==> src/rtl/stack_bus_upstream_arbiter.sv <==
// stack_bus_upstream_arbiter: N-to-1 upstream stack-bus concentrator with per-source FIFOs and packet-granular round-robin
module stack_bus_upstream_arbiter #(
    parameter int NUM_SRC    = 4,
    parameter int DATA_W     = 64,
    parameter int FIFO_DEPTH = 4,
    parameter int SRC_ID_W   = $clog2(NUM_SRC)
) (
    input  logic                      clk,
    input  logic                      reset_poweron,
    input  logic [NUM_SRC-1:0]        src__arb__valid,
    input  logic [2*NUM_SRC-1:0]      src__arb__cntl,
    input  logic [NUM_SRC*DATA_W-1:0] src__arb__data,
    output logic [NUM_SRC-1:0]        arb__src__ready,
    input  logic [NUM_SRC-1:0]        cfg__arb__src_enable,
    output logic                      arb__dst__valid,
    output logic [1:0]                arb__dst__cntl,
    output logic [DATA_W-1:0]         arb__dst__data,
    output logic [SRC_ID_W-1:0]       arb__dst__src_id,
    input  logic                      dst__arb__ready,
    output logic                      arb__sys__busy,
    output logic                      arb__sys__proto_err
);
    localparam int AW = $clog2(FIFO_DEPTH);
    localparam int PW = AW + 1;
    localparam int WW = DATA_W + 2;

    typedef enum logic {IDLE, XFER} state_t;

    state_t              state, state_nxt;
    logic [SRC_ID_W-1:0] rr, rr_nxt, grant, grant_nxt, win, idx;
    logic                found, drop;
    logic [NUM_SRC-1:0]  empty, pop, cand;
    logic [WW-1:0]       head [NUM_SRC];

    assign cand           = cfg__arb__src_enable & ~empty;
    assign arb__sys__busy = (state == XFER) | ~&empty;

    for (genvar g = 0; g < NUM_SRC; g++) begin : g_src
        logic [WW-1:0] mem [FIFO_DEPTH];
        logic [PW-1:0] wr_ptr, rd_ptr, occ_nxt;
        logic          push, rdy;
        assign push               = src__arb__valid[g] & rdy;
        assign empty[g]           = wr_ptr == rd_ptr;
        assign head[g]            = mem[rd_ptr[AW-1:0]];
        assign occ_nxt            = wr_ptr - rd_ptr + PW'(push) - PW'(pop[g]);
        assign arb__src__ready[g] = rdy;
        // Pointers advance on push/pop; ready is registered from next-cycle occupancy
        always_ff @(posedge clk or posedge reset_poweron) begin
            if (reset_poweron) begin
                wr_ptr <= '0;
                rd_ptr <= '0;
                rdy    <= 1'b0;
            end else begin
                wr_ptr <= wr_ptr + PW'(push);
                rd_ptr <= rd_ptr + PW'(pop[g]);
                rdy    <= occ_nxt < PW'(FIFO_DEPTH);
            end
        end
        // Word storage, cntl in the top two bits
        always_ff @(posedge clk) begin
            if (push) mem[wr_ptr[AW-1:0]] <= {src__arb__cntl[2*g +: 2], src__arb__data[g*DATA_W +: DATA_W]};
        end
    end

    // Round-robin scan starting just after the last packet owner
    always_comb begin
        found = 1'b0;
        win   = '0;
        idx   = '0;
        for (int k = 1; k <= NUM_SRC; k++) begin
            idx = SRC_ID_W'((int'(rr) + k) % NUM_SRC);
            if (!found && cand[idx]) begin
                found = 1'b1;
                win   = idx;
            end
        end
    end

    // Next state, pops and output mux; enable only matters while choosing in IDLE
    always_comb begin
        state_nxt        = state;
        grant_nxt        = grant;
        rr_nxt           = rr;
        pop              = '0;
        drop             = 1'b0;
        arb__dst__valid  = 1'b0;
        arb__dst__cntl   = '0;
        arb__dst__data   = '0;
        arb__dst__src_id = '0;
        if (state == IDLE) begin
            if (found && head[win][DATA_W]) begin
                grant_nxt = win;
                state_nxt = XFER;
            end else if (found) begin
                pop[win] = 1'b1;
                drop     = 1'b1;
            end
        end else begin
            arb__dst__valid                  = !empty[grant];
            {arb__dst__cntl, arb__dst__data} = head[grant];
            arb__dst__src_id                 = grant;
            if (arb__dst__valid && dst__arb__ready) begin
                pop[grant] = 1'b1;
                if (head[grant][DATA_W+1]) begin
                    rr_nxt    = grant;
                    state_nxt = IDLE;
                end
            end
        end
    end

    // State, round-robin pointer, grant and error pulse registers
    always_ff @(posedge clk or posedge reset_poweron) begin
        if (reset_poweron) begin
            state               <= IDLE;
            rr                  <= SRC_ID_W'(NUM_SRC - 1);
            grant               <= '0;
            arb__sys__proto_err <= 1'b0;
        end else begin
            state               <= state_nxt;
            rr                  <= rr_nxt;
            grant               <= grant_nxt;
            arb__sys__proto_err <= drop;
        end
    end
endmodule
==> config.mk <==
export PLATFORM = sky130hd
export DESIGN_NAME = stack_bus_upstream_arbiter
export DESIGN_NICKNAME = d
export VERILOG_FILES = /design/src/rtl/stack_bus_upstream_arbiter.sv
export SDC_FILE = /design/constraint.sdc
export NUM_CORES = 1
export LEC_CHECK = 0
export ABC_AREA = 1
export CAP_MARGIN = 20
export CORE_AREA = 5 5 334 271
export CTS_BUF_LIST = sky130_fd_sc_hd__clkbuf_16
export CTS_CLUSTER_SIZE = 20
export DETAILED_ROUTE_END_ITERATION = 6
export DIE_AREA = 0 0 339 276
export PLACE_DENSITY = 0.79
export RECOVER_POWER = 50
export SKIP_CTS_REPAIR_TIMING = 1
export SLEW_MARGIN = 15
export SYNTH_ARGS = -nofsm -noshare
export SYNTH_HDL_FRONTEND = slang
export SYNTH_SLANG_ARGS = --single-unit
==> constraint.sdc <==
create_clock -name clk -period 6.38 [get_ports clk]
set_clock_uncertainty 0.1 [all_clocks]
set_input_delay 0.957 -clock clk [delete_from_list [all_inputs] [get_ports clk]]
set_output_delay 0.957 -clock clk [all_outputs]
set_load 0.05 [all_outputs]
Word-level counts from Yosys, hierarchy flattened:

Memories as Yosys holds them, arrays and structs flattened.
Cells that the tools add are included.

* register bits: 34
* RAM bits: 1056
* input port bits: 275
* output and inout port bits: 75
* word-level logic and storage cells: 138
* memories: 4

Memory list
* g_src[0].mem: words 4, bits a word 66, rd ports 1, clocked after Yosys merged registers in 0, wr ports 1, line 39 `logic [WW-1:0] mem [FIFO_DEPTH];`
* g_src[1].mem: words 4, bits a word 66, rd ports 1, clocked after Yosys merged registers in 0, wr ports 1, line 39
* g_src[2].mem: words 4, bits a word 66, rd ports 1, clocked after Yosys merged registers in 0, wr ports 1, line 39
* g_src[3].mem: words 4, bits a word 66, rd ports 1, clocked after Yosys merged registers in 0, wr ports 1, line 39

* add/subtract/negate cells: 24
* magnitude comparators: 14
* equality and inequality tests: 4
* multiplexer cells: 51
* bitwise operators: 10
* reductions and logical operators: 15

Operator list (number)
* 66-bit binary-select mux with 2-bit select: 2
* 66-bit 2-to-1 mux: 2
* 65-bit 2-to-1 mux: 2
* 64-bit 2-to-1 mux: 1
* 3-bit by 1-bit adder with 3-bit output: 12
* 1-bit 2-to-1 mux: 27
* 2-bit by 3-bit less-than comparator with 1-bit output (second input constant): 6
* 4-bit 2-to-1 mux: 4
* 3-bit equality test: 4
* 3-bit less-than comparator (second input constant): 4
* 2-bit 2-to-1 mux: 6
* 3-bit by 1-bit subtractor with 3-bit output: 4
* 3-bit subtractor: 4
* 1-bit binary-select mux with 2-bit select: 5
* 1-bit logical AND: 7
* 3-bit greater-or-equal comparator (second input constant): 2
* 2-bit NOT with 3-bit output: 2
* 1-bit logical NOT: 5
* 2-bit by 1-bit adder with 2-bit output (second input constant): 2
* 2-bit adder (second input constant): 2
* 1-bit AND: 4
* 4-bit AND: 1
* 1-bit demux with 2-bit select: 2
* 2-bit by 1-bit greater-or-equal comparator with 1-bit output (second input constant): 2
* other kinds (6): 6

Depth between registers and ports, before layout:

Gate-level depths: netlist of the first run.

* depth after elaboration: 24
* gate-level depth with buffers: 23
* depth with buffers taken out: 22

Worst setup path before layout of the first run:

OpenSTA, ideal clock, no wires.

* path type: input -> register
* start: in src__arb__valid[2]
* end: mem g_src[2].mem[1][0] in the netlist's numbering, enable pin
* setup time: 572 ps
* arrival: 5560 ps
* required time: 5708 ps
* path slack: 148 ps
* stages: 2
* buffers on the path: 0
* cells stage by stage: nand2_1 -> nor3_1

* longest elaborated chain between the ends: 3

Ends and longest elaborated chain
* from (decl): line 10 `input logic [NUM_SRC-1:0] src__arb__valid,`
* 1-bit AND: line 42 `assign push = src__arb__valid[g] & rdy;`
* 1-bit 2-to-1 mux: line 61 `if (push) mem[wr_ptr[AW-1:0]] <= {src__arb__cntl[2*g +: 2], src__arb__data[g*DATA_W +: DATA_W]};`
* 1-bit 2-to-1 mux (implied by the code): line 61
* to (decl): line 39

No other way between the ends.

Final worst setup path of the first run:

* start: reg g_src[3].rd_ptr[0]
* end: out arb__dst__data[61]

* longest elaborated chain between the ends: 5

Ends and longest elaborated chain
* from (decl): line 40 `logic [PW-1:0] wr_ptr, rd_ptr, occ_nxt;`
* from (signal assigned): line 55 `rd_ptr <= rd_ptr + PW'(pop[g]);`
* memory read 4 x 66 bit
* 66-bit binary-select mux with 2-bit select: line 100 `{arb__dst__cntl, arb__dst__data} = head[grant];`
* 66-bit 2-to-1 mux (implied by the code) (2 in a row): line 100
* 64-bit 2-to-1 mux: line 90 `if (state == IDLE) begin`
* to (decl): line 17 `output logic [DATA_W-1:0] arb__dst__data,`

No other way between the ends. The select of a mux whose other input is x is not followed.

==> flow_summary.yaml, run 1 <==
power_and_ir_drop:
  totalPowerFinal_mw: 25.7
  seq_power_share: 0.374
  p_per_area_nw_per_um2: 504
  p_sw_frac: 0.412
  p_int_mw: 15.1
  power_frac_clock: 0.236
  comb_power_share: 0.390
  p_sw_mw: 10.6
  ir_worst_vdd_mv: 0.275
  leakage_nw: 16.8
finish:
  areaGrowthSynthToFinish_pct: 18.7
  final_cells: 4800
  stdcell_area_um2: 51000
  drive_gt1_frac: 0.0746
  final_util: 0.588
  nNetsFinal: 3824
setup_path:
  crit_fanout: 78
  rr_endpoint: "g_src[3].rdy$_DFF_PP0_"
  crit_required_ns: 5.32
  arrival_ns: 4.78
  reg2reg_slack_ns: 1.73
  r2r-start: "g_src[2].rd_ptr[0]$_DFF_PP0_"
  end_kind: "primary output"
  cp-start-kind: "flip-flop"
  cp-startpoint: "g_src[3].rd_ptr[0]$_DFF_PP0_"
  reg2reg_depth: 22
  worstSetupPathType: "flip-flop to primary output"
detailed_routing:
  vias: 28500
  totalWireLength_um: 124000
  first_iter_violations: 4199
  route.detailed.drc: 0
  final_antenna_net_count: 0
  via_per_inst: 5.94
  dr.pass1.iters: 6
  wl_per_cell_um: 25.8
synthesis:
  synth_area_leaders: "edfxtp_1, o21ai_0, nor2_1"
  yosys_warnings: 0
  synth_top_area_cell: "edfxtp_1"
  netlist-cell-type-count: 41
  syn_avg_cell_area_um2: 13.3
  ys_seq_elements: 1090
  synth_top_area_share: 0.738
  synth_nets: 3536
  synthesis.area_um2: 43000
  synth_edf_count: 1056
  async_flop_share: 0.0312
  ys_seq_area_frac: 0.758
  ys.flop_type: "edfxtp_1"
  syn-instance-count: 3233
flow_run:
  cap_violations: 1
timing:
  setup_viol: 0
  hold_violations: 0
  period_needed_ns: 5.84
  tightestPinTransition_ns: 2.32
  final-max-slew-violation-count: 35
  rsz0062_at_grt: "no"
  period_share: 0.915
  slew_headroom: -0.547
  tns_ns: 0
  max_freq_mhz: 171
outcome:
  outcome: "finished, violations left"
  violations: "max-capacitance violations, max-slew violations"
min_path:
  min_path_cells: 1
  hold_end: "g_src[2].rd_ptr[2]$_DFF_PP0_"
  worstHoldPathType: "flip-flop to flip-flop"
  hp-start: "g_src[2].rd_ptr[2]$_DFF_PP0_"
place:
  portBuffers: 349
  hpwl_um: 80300
  place_area_um2: 47500
  place_inst: 4554
  gp_congestion: 0.876
grt:
  grt_pass1_wl_um: 178000
  grt_usage: 0.256
  grt_pass1_vias: 26600
  grt_antenna_before_repair: 81
  grt_max_degree: 136
  grt_remaining_overflow: 0
clocking:
  insertion_delay_ns: 0.70
  cts_buffers: 103
  cts-root-buf: "clkbuf_16"
  ctsHtreeMaxLevel: 3
  clk_pin_slew_ns: 0.06
  cts_tree: "yes"
  cts_max_path_buffers: 3
  clock-sinks: 1090
die:
  die_width_um: 339
  start_util: 0.495
  die_h_um: 276
  rows: 97
  core_um2: 86800
  dieArea_um2: 93600
  num_io_pins: 350
-- sequential cells by signal, summed over array words and instances, names as in the netlist --
register / flops
rr: 2
arb__sys__proto_err: 1
g_src.mem: 1056
g_src.rd_ptr: 12
grant: 2
state: 1
g_src.wr_ptr: 12
g_src.rdy: 4
-- worst max path at each step --
stage                                               to  depth (start not counted)
after detailed placement            arb__dst__data[61]                          6
after global placement               arb__dst__cntl[0]                          6
after CTS                           arb__dst__data[61]                          6
after floorplan           g_src[2].mem[1][0]$_DFFE_PP_                          2
final                               arb__dst__data[61]                          6
after global routing                arb__dst__data[61]                          6
-- routing by layer --
metal / vias to the layer above / wire, um / track usage
li1: 12600 / - / -
met1: 13900 / 46400 / 0.351
met2: 1650 / 53700 / 0.367
met3: 277 / 17700 / 0.104
met4: 48 / 5900 / 0.105
met5: - / 312 / 0
-- cells in the mapped netlist (8+ instances only) --
library cell  count
buf_1            21
ha_1             20
buf_2             9
nor3_1           16
clkbuf_1        174
fa_1              8
nor2_1          516
o21ai_0         495
inv_1            32
xor2_1           16
edfxtp_1       1056
nand3_1          72
a41oi_1          61
o22ai_1         246
nand2_1         383
nand2_2          11
nand3_2          12
dfrtp_1          32
inv_2            13
-- area by class of cell --
class | count | area (um^2)
multi-input combinational | 1882 | 9440
sequential | 1090 | 32600
clock buffer | 104 | 2600
fill | 6342 | 35800
clock inverter | 88 | 787
timing repair buffer | 395 | 3840
antenna | 54 | 135
tap | 1138 | 1420
inverter | 49 | 201
-- power by group through the flow --
stage	registers (mW)	logic, mW	clock network [mW]
after floorplan	9.62	6.34	0
after global placement	9.71	9.67	0
after detailed placement	9.75	9.86	0
after CTS	9.61	9.92	6.12
after global routing	9.70	10.6	6.44
final	9.62	10.0	6.07
-- cell usage in the layout (no fill, tap or decap), types with 3 or more instances in the layout --
cell             Yosys  final
edfxtp_1          1056   1056
nor2_1             516    513
o21ai_0            495    495
nand2_1            383    383
dlygate4sd3_1        0    269
o22ai_1            246    246
clkbuf_16            0    104
clkdlybuf4s50_1      0     80
nand3_1             72     72
a41oi_1             61     61
diode_2              0     54
inv_1               32     54
buf_4                4     43
dfrtp_1             32     24
clkinv_1             0     21
ha_1                20     20
clkinv_2             0     19
xor2_1              16     16
inv_2               13     13
nor3_2               0     13
nand3_2             12     12
nand2_2             11     11
bufinv_16            0     11
fa_1                 8      8
clkinvlp_4           0      6
inv_6                3      5
a22o_1               5      5
nor2_4               1      4
dfrtp_4              0      4
dfrtp_2              0      4
nand4_1              3      3
nor3_1              16      3
clkinv_8             0      3
-- kinds of logic after synthesis --
family          synth area share
simple gates              0.0956
fa+ha+maj                0.00955
buf+inv                   0.0245
flops                      0.758
xor+xnor                 0.00364
compound gates             0.109
-- per-stage QoR --
step | hold WS [ns] | setup WS [ns]
4_1_cts | 0.394 | 0.738
6_report | 0.390 | 0.544
5_1_grt | 0.416 | 0.441
2_1_floorplan | 0.360 | 0.148
3_3_place_gp | 0.377 | 1.54
3_5_place_dp | 0.383 | 1.52
-- critical path, cell delays in order, from the launching register on --
cell             delay, ns
dfrtp_4               0.84
buf_4                 0.72
o21ai_0               0.25
o22ai_1               0.47
nand2_1               0.10
a41oi_1               0.70
clkdlybuf4s50_1       0.95
(Power assumes the default switching activity.)
==> inputs of run 2 (changes only) <==
--- a/config.mk
+++ b/config.mk
@@ -7,12 +7,13 @@
 export LEC_CHECK = 0
 export ABC_AREA = 1
 export CAP_MARGIN = 20
-export CORE_AREA = 5 5 334 271
+export CELL_PAD_IN_SITES_DETAIL_PLACEMENT = 1
+export CELL_PAD_IN_SITES_GLOBAL_PLACEMENT = 1
+export CORE_AREA = 5 5 341 276
 export CTS_BUF_LIST = sky130_fd_sc_hd__clkbuf_16
-export CTS_CLUSTER_SIZE = 20
 export DETAILED_ROUTE_END_ITERATION = 6
-export DIE_AREA = 0 0 339 276
-export PLACE_DENSITY = 0.79
+export DIE_AREA = 0 0 346 281
+export PLACE_DENSITY = 0.88
 export RECOVER_POWER = 50
 export SKIP_CTS_REPAIR_TIMING = 1
 export SLEW_MARGIN = 15
==> constraint.sdc (replaced) <==
create_clock -name clk -period 6.3 [get_ports clk]
set_clock_uncertainty 0.1 [all_clocks]
set_input_delay 0.945 -clock clk [delete_from_list [all_inputs] [get_ports clk]]
set_output_delay 0.945 -clock clk [all_outputs]
set_load 0.05 [all_outputs]
==> run 2 against run 1 <==
Net effect: critical path depth unchanged; highest routed layer unchanged; the run still ends with max-capacitance violations, max-slew violations left; combinational power increased by 11%; via count increased by 8.3%; die area up 3.9%; sequential cell count did not move; cell count increased by 1.9%; sequential share of layout area decreased by 0.45 points; critical endpoint is now arb__dst__data[0].
==> flow_summary.yaml, run 2 (synthesized netlist as in run 1, its figures left out) <==
die:
  core_um2: 90400
  num_io_pins: 350
  dieArea_um2: 97200
  rows: 99
  start_util: 0.475
  die_h_um: 281
  die_width_um: 346
power_and_ir_drop:
  p_sw_mw: 11.8
  comb_power_share: 0.403
  p_per_area_nw_per_um2: 535
  ir_worst_vdd_mv: 0.334
  power_frac_clock: 0.240
  leakage_nw: 16.9
  p_int_mw: 15.6
  p_sw_frac: 0.431
  seq_power_share: 0.356
grt:
  grt_pass1_wl_um: 219000
  grt_usage: 0.307
  grt_antenna_before_repair: 89
  grt_pass1_vias: 31300
  grt_remaining_overflow: 0
  grt_max_degree: 136
timing:
  worst_slack_ns: 0.515
  rsz0062_at_grt: "no"
  slew_headroom: -0.675
  hold_violations: 0
  period_needed_ns: 5.79
  tns_ns: 0
  tightestPinTransition_ns: 2.51
  setup_viol: 0
  final-max-slew-violation-count: 88
  period_share: 0.918
  max_freq_mhz: 173
setup_path:
  crit_fanout: 102
  worstSetupPathType: "flip-flop to primary output"
  crit_required_ns: 5.25
  arrival_ns: 4.74
  reg2reg_slack_ns: 1.29
  end_kind: "primary output"
  cp-start-kind: "flip-flop"
clocking:
  ctsHtreeMaxLevel: 3
  clock-sinks: 1090
  clk_pin_slew_ns: 0.07
  cts_buffers: 106
  cts-root-buf: "clkbuf_16"
  insertion_delay_ns: 0.72
  cts_max_path_buffers: 3
  cts_tree: "yes"
min_path:
  worstHoldPathType: "flip-flop to flip-flop"
finish:
  largest_reg_flops: 1056
  nNetsFinal: 3834
  nFillCells: 8744
  final_cell_mix: "edfxtp_1, nor2_1, o21ai_0, nand2_1, dlygate4sd3_1"
  areaGrowthSynthToFinish_pct: 19.6
  mostFrequentLayoutCell: "edfxtp_1"
  drive_gt1_frac: 0.0771
detailed_routing:
  dr.pass1.iters: 6
  wl_per_cell_um: 31.9
  final_antenna_net_count: 0
  via_per_inst: 6.31
  vias: 30900
  totalWireLength_um: 156000
  route.detailed.drc: 0
  first_iter_violations: 4524
place:
  hpwl_um: 97500
  gp_congestion: 0.867
  portBuffers: 349
  place_ws_ns: 1.54
outcome:
  outcome: "finished, violations left"
  violations: "max-capacitance violations, max-slew violations"
flow_run:
  cap_violations: 3
run 2: path summary, 6_finish.rpt:
| kind | cells past startpoint | end | start |
|---|---|---|---|
| worst max-delay path | 6 | arb__dst__data[0] | g_src[1].rd_ptr[0]$_DFF_PP0_ |
| worst min-delay path | 1 | g_src[0].rd_ptr[2]$_DFF_PP0_ | g_src[0].rd_ptr[2]$_DFF_PP0_ |
| worst min register to register | 1 | g_src[0].rd_ptr[2]$_DFF_PP0_ | g_src[0].rd_ptr[2]$_DFF_PP0_ |
| worst max register to register | 22 | g_src[1].rdy$_DFF_PP0_ | g_src[3].rd_ptr[0]$_DFF_PP0_ |
| min in group asynchronous | 3 | g_src[1].rdy$_DFF_PP0_ | reset_poweron |
| max in group asynchronous | 3 | g_src[0].rd_ptr[0]$_DFF_PP0_ | reset_poweron |
run 2: through the flow:
| step | hold WS [ns] | cells | power (mW) | util | area, um^2 |
|---|---|---|---|---|---|
| 2_1_floorplan | 0.360 | 3233 | 16.2 | - | 43000 |
| 3_3_place_gp | 0.378 | 4634 | 19.8 | 0.527 | 47700 |
| 3_5_place_dp | 0.397 | 4634 | 20.4 | 0.527 | 47700 |
| 4_1_cts | 0.404 | 4832 | 27.2 | 0.567 | 51200 |
| 5_1_grt | 0.412 | 4858 | 28.3 | 0.567 | 51300 |
| 6_report | 0.404 | 4893 | 27.5 | 0.568 | 51400 |
run 2: metal layers:
layer	share of wire	global-route usage	vias up	routed length (um)
met5	0.0012	0	-	182
met4	0.070	0.178	30	10900
met3	0.12	0.0957	452	19000
met2	0.45	0.472	2306	70500
met1	0.36	0.390	15400	55500
li1	-	-	12700	-
run 2: critical path, stage by stage (launching register included):
cell             delay [ns]
dfrtp_4                0.67
buf_4                  0.87
o21ai_0                0.38
o22ai_1                0.31
nand2_1                0.20
a41oi_1                0.62
clkdlybuf4s50_1        0.94
run 2: power by group through the flow:
stage	Sequential [mW]	Combinational, mW	Clock (mW)
finish	9.79	11.1	6.60
global route	9.85	11.5	6.99
CTS	9.77	10.8	6.62
detailed placement	9.88	10.5	0
global placement	9.78	10.0	0
floorplan	9.74	6.42	0
run 2: layout make-up:
class                      instances  area, um^2  area share
antenna                           60         150     0.00292
clock buffer                     107        2680      0.0521
clock inverter                    91         890      0.0173
inverter                          49         201     0.00392
multi-input combinational       1882        9440       0.184
sequential                      1090       32600       0.634
tap                             1212        1520      0.0295
timing repair buffer             402        3920      0.0763
